==> src/rtl/memoria_pkg.sv <==
// Shared constants for the main-memory model: default geometry and the
// fixed power-up/reset image used by the cache controller and its benches.
package memoria_pkg;

    localparam int MEM_ADDR_W = 4;
    localparam int MEM_DATA_W = 3;
    localparam int MEM_DEPTH  = 16;

    localparam logic [MEM_DATA_W-1:0] MEM_INIT_IMAGE [0:MEM_DEPTH-1] = '{
        3'd7, 3'd3, 3'd4, 3'd7, 3'd4, 3'd3, 3'd1, 3'd0,
        3'd1, 3'd2, 3'd3, 3'd4, 3'd5, 3'd7, 3'd0, 3'd0
    };

endpackage

==> src/rtl/memoria_principal.sv <==
// Single-port synchronous main memory (16 x 3) with a registered,
// write-through read port. Reset reloads the image asynchronously.
module memoria_principal
    import memoria_pkg::*;
#(
    parameter int ADDR_W = MEM_ADDR_W,
    parameter int DATA_W = MEM_DATA_W,
    parameter int DEPTH  = MEM_DEPTH
) (
    input  logic              clock,
    input  logic              reset,
    input  logic [ADDR_W-1:0] address,
    input  logic [DATA_W-1:0] data,
    input  logic              wren,
    output logic [DATA_W-1:0] q
);

    logic [DATA_W-1:0] mem_r [0:DEPTH-1];
    logic [DATA_W-1:0] q_r;

    // Storage array and read register; a write also drives q with the new word.
    always_ff @(posedge clock or posedge reset) begin
        if (reset) begin
            mem_r <= MEM_INIT_IMAGE;
            q_r   <= {DATA_W{1'b0}};
        end else if (wren) begin
            mem_r[address] <= data;
            q_r            <= data;
        end else begin
            q_r <= mem_r[address];
        end
    end

    assign q = q_r;

endmodule

==> config.mk <==
export PLATFORM = sky130hd
export DESIGN_NAME = memoria_principal
export DESIGN_NICKNAME = d
export VERILOG_FILES = /design/src/rtl/memoria_pkg.sv /design/src/rtl/memoria_principal.sv
export SDC_FILE = /design/constraint.sdc
export NUM_CORES = 1
export LEC_CHECK = 0
export BUFFER_PORTS_ARGS = -buffer_cell sky130_fd_sc_hd__buf_2
export CAP_MARGIN = 40
export CORE_MARGIN = 2
export CORE_UTILIZATION = 30
export DETAILED_ROUTE_END_ITERATION = 8
export HOLD_SLACK_MARGIN = 0.08
export PLACE_DENSITY_LB_ADDON = 0.12
export SYNTH_ARGS = -nofsm -noshare
export SYNTH_HDL_FRONTEND = slang
export SYNTH_SLANG_ARGS = --single-unit
export TNS_END_PERCENT = 30
==> constraint.sdc <==
create_clock -name clock -period 1.9 [get_ports clock]
set_input_delay 0.095 -clock clock [delete_from_list [all_inputs] [get_ports clock]]
set_output_delay 0.095 -clock clock [all_outputs]
set_load 0.05 [all_outputs]
# == Word-level counts from Yosys, hierarchy flattened ==
# Cells that the tools add are included.
# classes
muxes,7
reduce_logical,1
order_cmp,2
n_bitwise,1
# op_table
operator,count
$bwmux W48,1
$bmux W3 S4,1
$demux W3 S4,1
$mux W3,4
$ge A5 B5 Y1 const B,1
$lt A5 B1 Y1 const B,1
$not A4 Y5,1
$logic_and A1 B1 Y1,1
# totals
input_bits,10
register_bits,51
elab_cells,28

# == Longest topological paths before layout ==
# Gate-level depths: netlist of run 1.
# depth
word_depth,6
depth_mapped,5
ltp_nobuf,4

# == Least setup slack after synthesis of run 1 ==
# OpenSTA, ideal clock, no wires.
# synth_path
kind,register to register
startpoint,register mem_r[18] (netlist bit)
endpoint,register q_r[0] (netlist: q[0])
period_less_slack_ns,1.522
stages_incl_launch_ff,5
arrival_ns,1.393
slack_ns,0.378
setup_time_ns,0.129
t_required_ns,1.771
cell_sequence,dfrtp_1 -> mux4_2 -> o22ai_1 -> a311oi_1 -> o41a_1
# synth_between
elab_chain_len,4
# synth_rtl
element,line_no,text
start: declaration,memoria_principal.sv:18,logic [DATA_W-1:0] mem_r [0:DEPTH-1];
start signal: indexed assignment,memoria_principal.sv:27,mem_r[address] <= data;
$bmux W3 S4,memoria_principal.sv:30,q_r <= mem_r[address];
$mux W3 (not written as such) (2 in a row),memoria_principal.sv:30,
$mux W3,memoria_principal.sv:26,end else if (wren) begin
end signal: assignment,memoria_principal.sv:25,q_r <= {DATA_W{1'b0}};
end signal: assignment,memoria_principal.sv:28,q_r <= data;
end signal: assignment,memoria_principal.sv:30,
end: declaration,memoria_principal.sv:19,logic [DATA_W-1:0] q_r;
# Every way passes these cells. The select of a mux whose other input is x is not followed.
# A chain may end at the register's enable or synchronous reset.

# == Worst setup path in the final report of run 1 ==
# layout_path
startpoint,register mem_r[20] (netlist bit)
endpoint,register q_r[2] (netlist: q[2])
# Same word-level chain as after synthesis.

==> flow_results.xml, run 1 <==
<?xml version="1.0" encoding="UTF-8"?>
<metrics>
  <group name="clocking">
    <metric name="clock_tree.root_cell" unit="">sky130_fd_sc_hd__clkbuf_8</metric>
    <metric name="cts_hold_bufs" unit="">1</metric>
    <metric name="clock_path_buffers" unit="">2</metric>
    <metric name="clkTransAtPathRegs" unit="ns">0.09</metric>
    <metric name="postCtsResizedCells" unit="">0</metric>
    <metric name="numClockSinks" unit="">51</metric>
    <metric name="clk_latency" unit="ns">0.30</metric>
    <metric name="tritoncts" unit="">built</metric>
    <metric name="htree_num_levels" unit="">2</metric>
    <metric name="cts_buffer_count" unit="">5</metric>
    <metric name="post-cts-setup-buffers" unit="">0</metric>
  </group>
  <group name="timing">
    <metric name="finalCritPeriodShare" unit="%">89.7</metric>
    <metric name="worst_slew_margin_rel" unit="%">61.1</metric>
    <metric name="final.min_clock_period" unit="ns">1.70</metric>
    <metric name="maxClockFrequency" unit="GHz">0.587</metric>
    <metric name="rsz0062_at_grt" unit="">no</metric>
    <metric name="timing_max_transition_violations_final" unit="">0</metric>
    <metric name="worst_slew_pin_slew" unit="ns">0.582</metric>
    <metric name="report.final.hold_viol_count" unit="">0</metric>
    <metric name="final.setup_skew" unit="ns">0.00300</metric>
    <metric name="fin_setup_tns" unit="ns">0</metric>
    <metric name="final_setup_vio_count" unit="">0</metric>
  </group>
  <group name="logic_synthesis">
    <metric name="syn_avg_cell_area" unit="µm²">13.8</metric>
    <metric name="commonest_cells_in_the_synthesized_netlist" unit="">sky130_fd_sc_hd__mux2_2, sky130_fd_sc_hd__dfrtp_1, sky130_fd_sc_hd__dfstp_2</metric>
    <metric name="postSynth.asyncResetShare" unit="%">100</metric>
    <metric name="netlist_top_cells_area" unit="">sky130_fd_sc_hd__dfrtp_1, sky130_fd_sc_hd__dfstp_2, sky130_fd_sc_hd__mux2_2</metric>
    <metric name="synthesis.nets" unit="">188</metric>
    <metric name="synth_area" unit="µm²">2460</metric>
    <metric name="synth_seq_cells" unit="">51</metric>
    <metric name="synth_sequential_area_ratio" unit="%">53.1</metric>
    <metric name="synth_largest_type_area_fraction" unit="%">28.5</metric>
    <metric name="post_synth_inst_count" unit="">178</metric>
    <metric name="ys_warn_count" unit="">0</metric>
    <metric name="post-synth-top-area-cell" unit="">sky130_fd_sc_hd__dfrtp_1</metric>
    <metric name="yosys.cell_types.count" unit="">24</metric>
    <metric name="synth.most_common_cell" unit="">sky130_fd_sc_hd__mux2_2</metric>
    <metric name="synth_ff_type" unit="">sky130_fd_sc_hd__dfrtp_1</metric>
    <metric name="synth_enable_flop_cells" unit="">0</metric>
  </group>
  <group name="outcome">
    <metric name="result_of_the_run" unit="">complete, no violations</metric>
  </group>
  <group name="floorplanning">
    <metric name="die_width" unit="µm">94.5</metric>
    <metric name="starting_density_of_the_core" unit="%">30.4</metric>
    <metric name="vertical_die_dimension" unit="µm">94.5</metric>
    <metric name="fp.coreArea" unit="µm²">8090</metric>
    <metric name="floorplan.io_pins" unit="">13</metric>
    <metric name="placement_rows" unit="">33</metric>
    <metric name="design.die.area" unit="µm²">8930</metric>
  </group>
  <group name="finish">
    <metric name="final_net_count" unit="">200</metric>
    <metric name="post_route_cells_drive_above_1_share" unit="%">51.8</metric>
    <metric name="synthToLayoutAreaGrowth" unit="%">11.2</metric>
    <metric name="antenna_cells_inserted" unit="">0</metric>
  </group>
  <group name="worst_setup_path">
    <metric name="cp-start-kind" unit="">flop</metric>
    <metric name="worstPathRequired" unit="ns">2.08</metric>
    <metric name="startpoint_of_the_lowest_slack_register_to_register_path" unit="">mem_r[20]$_DFFE_PP0P_</metric>
    <metric name="worst-r2r-setup-slack" unit="ns">0.20</metric>
    <metric name="r2r_cells" unit="">4</metric>
    <metric name="crit_type" unit="">flop to flop</metric>
    <metric name="cp.arrival" unit="ns">1.89</metric>
    <metric name="timing.critical_path.to_type" unit="">flop</metric>
    <metric name="timing.rr.end" unit="">q[2]$_DFF_PP0_</metric>
    <metric name="crit_chain" unit="">mux4_2 -&gt; o22ai_1 -&gt; a311oi_1 -&gt; o41a_1</metric>
    <metric name="crit_fanout" unit="">2</metric>
    <metric name="timing.critical_path.slowest_stage_cell" unit="">sky130_fd_sc_hd__mux4_2</metric>
    <metric name="max_stage_delay" unit="ns">0.49</metric>
  </group>
  <group name="min_path">
    <metric name="worstHoldEndpoint" unit="">q[0]$_DFF_PP0_</metric>
    <metric name="worstHoldPathCells" unit="">2</metric>
    <metric name="hold_path.class" unit="">input pin to flop</metric>
    <metric name="holdCritStartpoint" unit="">wren</metric>
  </group>
  <group name="grt">
    <metric name="via_count_of_the_first_global_routing_pass" unit="">1642</metric>
    <metric name="gr_busiest_metal" unit="">met2</metric>
    <metric name="grt_pass1_wl" unit="µm">8870</metric>
    <metric name="overflow" unit="">0</metric>
    <metric name="grt_antenna_before_repair" unit="">0</metric>
    <metric name="grt_use_met2" unit="%">22.0</metric>
    <metric name="grt_start_max_net_pins" unit="">27</metric>
    <metric name="use_met1" unit="%">17.7</metric>
    <metric name="grt_use_met3" unit="%">2.71</metric>
    <metric name="grt_usage" unit="%">13.2</metric>
  </group>
  <group name="detailed_routing">
    <metric name="drc_errors" unit="">0</metric>
    <metric name="vias_per_cell" unit="">4.94</metric>
    <metric name="initialDrtViolationCount" unit="">31</metric>
    <metric name="count_of_vias_placed_by_the_detailed_router" unit="">1463</metric>
    <metric name="drt_first_pass_iters" unit="">4</metric>
    <metric name="wirelength" unit="µm">5410</metric>
    <metric name="drt-wirelength-per-cell" unit="µm">18.3</metric>
    <metric name="ant_nets" unit="">0</metric>
  </group>
  <group name="power_and_ir_drop">
    <metric name="vdd.ir_drop.worst" unit="mV">0.335</metric>
    <metric name="post-layout-total-power" unit="mW">2.77</metric>
    <metric name="power_per_cell_area" unit="nW/µm²">1010</metric>
    <metric name="leakagePower" unit="nW">1.10</metric>
  </group>
  <group name="placed_design">
    <metric name="routabilityCongestion" unit="">0.734</metric>
    <metric name="buffer_ports.inserted" unit="">12</metric>
    <metric name="final_hpwl_dp" unit="µm">3910</metric>
  </group>
  <group name="flow_run">
    <metric name="max_cap_viol_count" unit="">0</metric>
  </group>
</metrics>
layout by cell type (no fill, tap or decap), drive strengths merged:
| master | Yosys | routed |
|---|---|---|
| a311oi | 3 | 3 |
| and2b | 2 | 2 |
| buf | 5 | 15 |
| clkbuf | 6 | 8 |
| dfrtp | 28 | 28 |
| dfstp | 23 | 23 |
| dlygate4sd3 | 0 | 1 |
| inv | 1 | 1 |
| mux2 | 51 | 51 |
| mux2i | 15 | 15 |
| mux4 | 3 | 3 |
| nand2 | 3 | 3 |
| nand2b | 9 | 9 |
| nand3 | 3 | 3 |
| nand3b | 2 | 2 |
| nor2 | 10 | 10 |
| nor2b | 1 | 1 |
| o22ai | 3 | 3 |
| o32ai | 6 | 6 |
| o41a | 3 | 3 |
| or3 | 1 | 1 |
metal layers:
metal | up-vias | routed length [µm]
met5 | - | 0
met4 | 0 | 61
met3 | 5 | 137
met2 | 16 | 2680
met1 | 765 | 2530
li1 | 677 | -
logic make-up after synthesis:
logic type / synth area share, %
AOI/OAI and AO/OA: 5.35
buffers and inverters: 2.70
DFF: 53.1
muxes: 32.2
and+or+nand+nor: 6.62
report_power, final:
part,internal [mW],leakage (nW),switching (mW)
sequential,1.41,0.583,0.124
combinational,0.303,0.470,0.250
clock,0.333,0.0515,0.345
critical path, delay by kind of cell (launching register included):
kind / cells / cell delay [ns]
DFF: 1 / 0.39
muxes: 1 / 0.49
AOI/OAI and AO/OA: 3 / 0.71
registers in the layout, summed over array words and instances (netlist names):
| signal | count |
|---|---|
| mem_r | 48 |
| q | 3 |
final cells by class:
type / count / area (µm²)
clock buffers: 8 / 100
fillers: 822 / 5360
inverters: 1 / 3.75
multi-input cells: 115 / 1090
flip-flops and latches: 51 / 1310
well taps: 105 / 131
repair buffers: 16 / 105
worst max path at each step:
stage / startpoint / endpoint / slack (ns)
floorplan: mem_r[18]$_DFFE_PP0P_ / q[0]$_DFF_PP0_ / 0.38
global placement: mem_r[20]$_DFFE_PP0P_ / q[2]$_DFF_PP0_ / 0.22
detailed placement: mem_r[20]$_DFFE_PP0P_ / q[2]$_DFF_PP0_ / 0.20
CTS: mem_r[20]$_DFFE_PP0P_ / q[2]$_DFF_PP0_ / 0.19
global route: mem_r[20]$_DFFE_PP0P_ / q[2]$_DFF_PP0_ / 0.14
finish: mem_r[20]$_DFFE_PP0P_ / q[2]$_DFF_PP0_ / 0.20
metrics by stage:
stage / instance area [µm²] / util [%] / hold WS [ns] / setup slack [ns] / cells
2_1_floorplan: 2460 / - / 0.231 / 0.378 / 178
3_3_place_gp: 2620 / 32.4 / 0.181 / 0.221 / 287
3_5_place_dp: 2620 / 32.4 / 0.189 / 0.195 / 287
4_1_cts: 2730 / 33.8 / 0.179 / 0.188 / 296
5_1_grt: 2730 / 33.8 / 0.203 / 0.143 / 296
6_report: 2730 / 33.8 / 0.184 / 0.196 / 296
(Power assumes the default switching activity.)
==> run 2, diff against run 1 <==
CORE_MARGIN = 5   (was 2)
CORE_UTILIZATION = 40   (was 30)
==> run 2 against run 1 <==
  * Final area down 2.0%
  * First-iteration DRC count rose to 2.7 times the previous value
  * Sequential power about the same
==> flow_results.xml, run 2 (synthesis gave the netlist of run 1 again) <==
<?xml version="1.0" encoding="UTF-8"?>
<metrics>
  <group name="clocking">
    <metric name="postCtsResizedCells" unit="">0</metric>
    <metric name="htree_num_levels" unit="">2</metric>
    <metric name="clkTransAtPathRegs" unit="ns">0.09</metric>
    <metric name="tritoncts" unit="">built</metric>
    <metric name="clk_latency" unit="ns">0.31</metric>
    <metric name="cts_buffer_count" unit="">5</metric>
    <metric name="numClockSinks" unit="">51</metric>
    <metric name="clock_path_buffers" unit="">2</metric>
    <metric name="clock_tree.root_cell" unit="">sky130_fd_sc_hd__clkbuf_8</metric>
  </group>
  <group name="detailed_routing">
    <metric name="drt_first_pass_iters" unit="">4</metric>
    <metric name="drt-wirelength-per-cell" unit="µm">18.7</metric>
    <metric name="ant_nets" unit="">0</metric>
    <metric name="initialDrtViolationCount" unit="">84</metric>
    <metric name="wirelength" unit="µm">5010</metric>
    <metric name="drc_errors" unit="">0</metric>
    <metric name="vias_per_cell" unit="">5.53</metric>
    <metric name="count_of_vias_placed_by_the_detailed_router" unit="">1482</metric>
  </group>
  <group name="timing">
    <metric name="finalCritPeriodShare" unit="%">89.0</metric>
    <metric name="fin_setup_tns" unit="ns">0</metric>
    <metric name="report.final.hold_viol_count" unit="">0</metric>
    <metric name="postLayoutSetupSlackWorst" unit="ns">0.209</metric>
    <metric name="maxClockFrequency" unit="GHz">0.591</metric>
    <metric name="timing_max_transition_violations_final" unit="">0</metric>
    <metric name="final.min_clock_period" unit="ns">1.69</metric>
    <metric name="rsz0062_at_grt" unit="">no</metric>
    <metric name="worst_slew_pin_slew" unit="ns">0.623</metric>
    <metric name="final.setup_skew" unit="ns">0.00857</metric>
    <metric name="final_setup_vio_count" unit="">0</metric>
    <metric name="worst_slew_margin_rel" unit="%">58.4</metric>
  </group>
  <group name="outcome">
    <metric name="result_of_the_run" unit="">complete, no violations</metric>
  </group>
  <group name="finish">
    <metric name="mostFrequentLayoutCell" unit="">sky130_fd_sc_hd__mux2_2</metric>
    <metric name="antenna_cells_inserted" unit="">0</metric>
    <metric name="most-common-layout-cells" unit="">sky130_fd_sc_hd__mux2_2, sky130_fd_sc_hd__dfrtp_1, sky130_fd_sc_hd__dfstp_2, sky130_fd_sc_hd__mux2i_1, sky130_fd_sc_hd__buf_2</metric>
    <metric name="final_net_count" unit="">202</metric>
    <metric name="synthToLayoutAreaGrowth" unit="%">8.96</metric>
    <metric name="top_register" unit="">mem_r</metric>
    <metric name="largest_register_ffs" unit="">48</metric>
    <metric name="post_route_cells_drive_above_1_share" unit="%">51.8</metric>
  </group>
  <group name="floorplanning">
    <metric name="die_width" unit="µm">88.4</metric>
    <metric name="starting_density_of_the_core" unit="%">41.3</metric>
    <metric name="design.die.area" unit="µm²">7810</metric>
    <metric name="fp.coreArea" unit="µm²">5960</metric>
    <metric name="vertical_die_dimension" unit="µm">88.4</metric>
    <metric name="floorplan.io_pins" unit="">13</metric>
    <metric name="placement_rows" unit="">28</metric>
  </group>
  <group name="placed_design">
    <metric name="pre_cts_ws" unit="ns">0.239</metric>
    <metric name="routabilityCongestion" unit="">0.809</metric>
    <metric name="buffer_ports.inserted" unit="">12</metric>
    <metric name="final_hpwl_dp" unit="µm">3700</metric>
  </group>
  <group name="power_and_ir_drop">
    <metric name="vdd.ir_drop.worst" unit="mV">0.381</metric>
    <metric name="power_per_cell_area" unit="nW/µm²">1000</metric>
    <metric name="leakagePower" unit="nW">1.10</metric>
  </group>
  <group name="worst_setup_path">
    <metric name="crit_type" unit="">flop to flop</metric>
    <metric name="cp-start-kind" unit="">flop</metric>
    <metric name="cp.arrival" unit="ns">1.88</metric>
    <metric name="crit_fanout" unit="">2</metric>
    <metric name="timing.critical_path.to_type" unit="">flop</metric>
    <metric name="worstPathRequired" unit="ns">2.09</metric>
  </group>
  <group name="flow_run">
    <metric name="max_cap_viol_count" unit="">0</metric>
  </group>
  <group name="grt">
    <metric name="grt_antenna_before_repair" unit="">0</metric>
    <metric name="overflow" unit="">0</metric>
    <metric name="via_count_of_the_first_global_routing_pass" unit="">1638</metric>
    <metric name="grt_start_max_net_pins" unit="">31</metric>
    <metric name="grt_usage" unit="%">14.9</metric>
    <metric name="grt_pass1_wl" unit="µm">8740</metric>
  </group>
  <group name="min_path">
    <metric name="hold_path.class" unit="">input pin to flop</metric>
  </group>
</metrics>
[run 2: layout make-up]
type / instances / area, µm²
clock buffer: 7 / 76.3
clock inverter: 1 / 5.00
fill: 564 / 3280
inverter: 1 / 3.75
multi-input combinational: 115 / 1090
sequential: 51 / 1310
tap: 75 / 93.8
timing repair buffer: 18 / 108
[run 2: worst paths after layout]
path	startpoint	endpoint	slack, ns	cells after the start
worst max register to register	mem_r[20]$_DFFE_PP0P_	q[2]$_DFF_PP0_	0.21	4
worst max-delay path	mem_r[20]$_DFFE_PP0P_	q[2]$_DFF_PP0_	0.21	4
min in group asynchronous	reset	mem_r[0]$_DFFE_PP0P_	0.40	3
worst min register to register	mem_r[23]$_DFFE_PP0P_	mem_r[23]$_DFFE_PP0P_	0.51	1
worst min-delay path	wren	q[1]$_DFF_PP0_	0.15	2
max in group asynchronous	reset	mem_r[14]$_DFFE_PP1P_	0.81	4
[run 2: power by group]
part,leakage [nW],internal [mW],switching [mW]
combinational,0.475,0.303,0.247
sequential,0.583,1.41,0.117
clock,0.0422,0.259,0.343
[run 2: layer usage]
layer	track usage, %	routed length, µm	vias up
li1	-	-	686
met1	19.7	2230	766
met2	24.5	2540	24
met3	3.72	191	6
met4	4.12	52	0
met5	0	0	-
[run 2: worst max-delay path: stages, from the launching register on]
cell	delay, ns
sky130_fd_sc_hd__dfrtp_1	0.39
sky130_fd_sc_hd__mux4_2	0.47
sky130_fd_sc_hd__o22ai_1	0.21
sky130_fd_sc_hd__a311oi_1	0.08
sky130_fd_sc_hd__o41a_1	0.42
[run 2: metrics by stage]
stage / std cells / utilization [%] / power, mW / cell area (µm²) / hold WS (ns)
floorplan: 178 / - / 1.95 / 2460 / 0.231
detailed placement: 259 / 43.4 / 2.11 / 2590 / 0.223
global placement: 259 / 43.4 / 2.07 / 2590 / 0.194
finish: 268 / 45.0 / 2.68 / 2680 / 0.154
global route: 268 / 45.0 / 2.84 / 2680 / 0.162
CTS: 268 / 45.0 / 2.71 / 2680 / 0.143
[run 2: what timing repair did]
action | CTS | global route
hold buffers | 1 | 0
hold endpoints to repair | 19 | 0
buffers inserted | 0 | 0
==> run 3, diff against run 2 <==
ABC_AREA = 1   (was unset)
BUFFER_PORTS_ARGS = -buffer_cell sky130_fd_sc_hd__clkbuf_2   (was -buffer_cell sky130_fd_sc_hd__buf_2)
CELL_PAD_IN_SITES_DETAIL_PLACEMENT = 0   (was unset)
CELL_PAD_IN_SITES_GLOBAL_PLACEMENT = 1   (was unset)
==> run 3 against run 2 <==
  * First-iteration DRC count grew 73%
  * Core utilization shrank 0.33 points
  * Maximum frequency grew 31%
  * Global-route usage grew 2.4 points
  * Critical path depth is the same
  * Flip-flop and latch count is the same
  * Final cell count grew 54%
  * Sequential power is essentially flat
  * Setup slack gained 0.40 ns
==> flow_results.xml, run 3 <==
<?xml version="1.0" encoding="UTF-8"?>
<metrics>
  <group name="outcome">
    <metric name="result_of_the_run" unit="">complete, no violations</metric>
  </group>
  <group name="worst_setup_path">
    <metric name="worstPathRequired" unit="ns">2.06</metric>
    <metric name="max_stage_delay" unit="ns">0.53</metric>
    <metric name="crit_fanout" unit="">16</metric>
    <metric name="r2r_cells" unit="">8</metric>
    <metric name="timing.critical_path.to" unit="">mem_r[33]$_DFFE_PP0P_</metric>
    <metric name="crit_chain" unit="">dlygate4sd3_1 -&gt; clkbuf_2 -&gt; inv_1 -&gt; o21ai_0</metric>
    <metric name="cp-startpoint" unit="">data[0]</metric>
    <metric name="cp-start-kind" unit="">input pin</metric>
    <metric name="timing.critical_path.slowest_stage_cell" unit="">sky130_fd_sc_hd__dlygate4sd3_1</metric>
    <metric name="startpoint_of_the_lowest_slack_register_to_register_path" unit="">mem_r[43]$_DFFE_PP1P_</metric>
    <metric name="crit_type" unit="">input pin to flop</metric>
    <metric name="cp.arrival" unit="ns">1.45</metric>
    <metric name="worst-r2r-setup-slack" unit="ns">0.76</metric>
    <metric name="timing.critical_path.to_type" unit="">flop</metric>
    <metric name="timing.rr.end" unit="">q[1]$_DFF_PP0_</metric>
  </group>
  <group name="clocking">
    <metric name="numClockSinks" unit="">51</metric>
    <metric name="clk_latency" unit="ns">0.31</metric>
    <metric name="cts_hold_bufs" unit="">4</metric>
    <metric name="tritoncts" unit="">built</metric>
    <metric name="post-cts-setup-buffers" unit="">0</metric>
    <metric name="htree_num_levels" unit="">2</metric>
    <metric name="clock_path_buffers" unit="">2</metric>
    <metric name="clock_tree.root_cell" unit="">sky130_fd_sc_hd__clkbuf_8</metric>
    <metric name="cts_buffer_count" unit="">5</metric>
    <metric name="postCtsResizedCells" unit="">0</metric>
    <metric name="clkTransAtPathRegs" unit="ns">0.09</metric>
  </group>
  <group name="detailed_routing">
    <metric name="wirelength" unit="µm">6110</metric>
    <metric name="ant_nets" unit="">0</metric>
    <metric name="drt_first_pass_iters" unit="">4</metric>
    <metric name="drc_errors" unit="">0</metric>
    <metric name="vias_per_cell" unit="">4.82</metric>
    <metric name="count_of_vias_placed_by_the_detailed_router" unit="">1986</metric>
    <metric name="initialDrtViolationCount" unit="">145</metric>
    <metric name="drt-wirelength-per-cell" unit="µm">14.8</metric>
  </group>
  <group name="power_and_ir_drop">
    <metric name="leakagePower" unit="nW">1.31</metric>
    <metric name="power_switching" unit="mW">0.832</metric>
    <metric name="share_seq_of_total_power" unit="%">55.1</metric>
    <metric name="clock_power_share" unit="%">25.1</metric>
    <metric name="post-layout-total-power" unit="mW">2.76</metric>
    <metric name="power_per_cell_area" unit="nW/µm²">993</metric>
    <metric name="vdd.ir_drop.worst" unit="mV">0.368</metric>
    <metric name="comb_power_share" unit="%">19.8</metric>
    <metric name="switching_share" unit="%">30.1</metric>
    <metric name="internal-power" unit="mW">1.93</metric>
  </group>
  <group name="floorplanning">
    <metric name="floorplan.io_pins" unit="">13</metric>
    <metric name="die_width" unit="µm">89.4</metric>
    <metric name="vertical_die_dimension" unit="µm">89.4</metric>
    <metric name="starting_density_of_the_core" unit="%">40.4</metric>
    <metric name="design.die.area" unit="µm²">7990</metric>
    <metric name="fp.coreArea" unit="µm²">6240</metric>
    <metric name="placement_rows" unit="">29</metric>
  </group>
  <group name="timing">
    <metric name="postLayoutSetupSlackWorst" unit="ns">0.610</metric>
    <metric name="rsz0062_at_grt" unit="">no</metric>
    <metric name="timing_max_transition_violations_final" unit="">0</metric>
    <metric name="final.min_clock_period" unit="ns">1.29</metric>
    <metric name="maxClockFrequency" unit="GHz">0.775</metric>
    <metric name="final_setup_vio_count" unit="">0</metric>
    <metric name="fin_setup_tns" unit="ns">0</metric>
    <metric name="worst_slew_pin_slew" unit="ns">0.709</metric>
    <metric name="final.setup_skew" unit="ns">0.00499</metric>
    <metric name="finalCritPeriodShare" unit="%">67.9</metric>
    <metric name="report.final.hold_viol_count" unit="">0</metric>
    <metric name="worst_slew_margin_rel" unit="%">52.7</metric>
  </group>
  <group name="logic_synthesis">
    <metric name="post_synth_inst_count" unit="">320</metric>
    <metric name="synth_sequential_area_ratio" unit="%">51.8</metric>
    <metric name="synth_ff_type" unit="">sky130_fd_sc_hd__dfrtp_1</metric>
    <metric name="synth_largest_type_area_fraction" unit="%">27.8</metric>
    <metric name="yosys.cell_types.count" unit="">21</metric>
    <metric name="ys_warn_count" unit="">0</metric>
    <metric name="commonest_cells_in_the_synthesized_netlist" unit="">sky130_fd_sc_hd__nand2_1, sky130_fd_sc_hd__nor2_1, sky130_fd_sc_hd__dfrtp_1</metric>
    <metric name="netlist_top_cells_area" unit="">sky130_fd_sc_hd__dfrtp_1, sky130_fd_sc_hd__dfstp_2, sky130_fd_sc_hd__nand2_1</metric>
    <metric name="synth.most_common_cell" unit="">sky130_fd_sc_hd__nand2_1</metric>
    <metric name="post-synth-top-area-cell" unit="">sky130_fd_sc_hd__dfrtp_1</metric>
    <metric name="synth_area" unit="µm²">2520</metric>
    <metric name="synth_seq_cells" unit="">51</metric>
    <metric name="synthesis.nets" unit="">330</metric>
    <metric name="postSynth.asyncResetShare" unit="%">100</metric>
    <metric name="synth_enable_flop_cells" unit="">0</metric>
    <metric name="syn_avg_cell_area" unit="µm²">7.87</metric>
  </group>
  <group name="finish">
    <metric name="post-route-util" unit="%">44.6</metric>
    <metric name="post_route_cells_drive_above_1_share" unit="%">19.1</metric>
    <metric name="top_register" unit="">mem_r</metric>
    <metric name="final_net_count" unit="">344</metric>
    <metric name="most-common-layout-cells" unit="">sky130_fd_sc_hd__nand2_1, sky130_fd_sc_hd__nor2_1, sky130_fd_sc_hd__dfrtp_1, sky130_fd_sc_hd__dfstp_2, sky130_fd_sc_hd__o21ai_0</metric>
    <metric name="mostFrequentLayoutCell" unit="">sky130_fd_sc_hd__nand2_1</metric>
    <metric name="antenna_cells_inserted" unit="">0</metric>
    <metric name="largest_register_ffs" unit="">48</metric>
    <metric name="post_layout_nonfiller_instances" unit="">412</metric>
    <metric name="synthToLayoutAreaGrowth" unit="%">10.5</metric>
  </group>
  <group name="flow_run">
    <metric name="max_cap_viol_count" unit="">0</metric>
  </group>
  <group name="grt">
    <metric name="grt_pass1_wl" unit="µm">10400</metric>
    <metric name="grt_start_max_net_pins" unit="">29</metric>
    <metric name="grt_antenna_before_repair" unit="">0</metric>
    <metric name="via_count_of_the_first_global_routing_pass" unit="">2019</metric>
    <metric name="grt_usage" unit="%">17.3</metric>
    <metric name="overflow" unit="">0</metric>
  </group>
  <group name="placed_design">
    <metric name="pre_cts_ws" unit="ns">0.408</metric>
    <metric name="routabilityCongestion" unit="">0.757</metric>
    <metric name="buffer_ports.inserted" unit="">12</metric>
    <metric name="final_hpwl_dp" unit="µm">4210</metric>
    <metric name="post-place-cells" unit="">400</metric>
  </group>
  <group name="min_path">
    <metric name="hold_path.class" unit="">input pin to flop</metric>
  </group>
</metrics>
## run 3: worst max-delay path, delay by kind of cell
family	cells	cell delay, ns
compound gates	1	0.19
buf+inv	3	1.16
## run 3: kinds of logic (layout without fill, tap and decap cells)
group | Yosys count | in the layout | share of synthesized area, %
AO/OA/AOI/OAI | 48 | 48 | 9.53
buffers and inverters | 24 | 39 | 5.01
flip-flops | 51 | 51 | 51.8
AND/OR/NAND/NOR | 197 | 197 | 33.7
## run 3: per-layer routing
metal / wire length, µm / share of wire, % / global-route usage, %
met1: 3040 / 50 / 23.8
met3: 153 / 2.5 / 3.23
met5: 0 / 0 / 0
met4: 88 / 1.4 / 5.41
met2: 2820 / 46 / 27.7
## run 3: cell type report
type | instances | area (µm²)
multi-input cells | 245 | 1090
clock buffers | 8 | 100
inverters | 13 | 55.1
flip-flops and latches | 51 | 1310
well taps | 77 | 96.3
repair buffers | 18 | 140
fillers | 647 | 3460
## run 3: through the flow
step / hold WS [ns] / instance area, µm²
3_5_place_dp: 0.160 / 2650
5_1_grt: 0.214 / 2790
3_3_place_gp: 0.148 / 2650
4_1_cts: 0.199 / 2790
6_report: 0.202 / 2790
2_1_floorplan: 0.239 / 2520
## run 3: power groups by stage
stage / Clock, mW / Combinational [mW] / Sequential, mW
floorplan: 0 / 0.409 / 1.52
global route: 0.770 / 0.637 / 1.55
finish: 0.694 / 0.546 / 1.52
detailed placement: 0 / 0.548 / 1.55
global placement: 0 / 0.539 / 1.55
CTS: 0.715 / 0.556 / 1.53
## run 3: worst min path at each step
stage                     startpoint                    end  slack [ns]  cells after the start
final                           wren         q[1]$_DFF_PP0_        0.20                      4
after global routing            wren         q[0]$_DFF_PP0_        0.21                      4
after CTS                       wren         q[1]$_DFF_PP0_        0.20                      4
after detailed placement       reset  mem_r[25]$_DFFE_PP0P_        0.16                      2
after global placement         reset  mem_r[25]$_DFFE_PP0P_        0.15                      2
after floorplan              data[0]         q[0]$_DFF_PP0_        0.24                      2
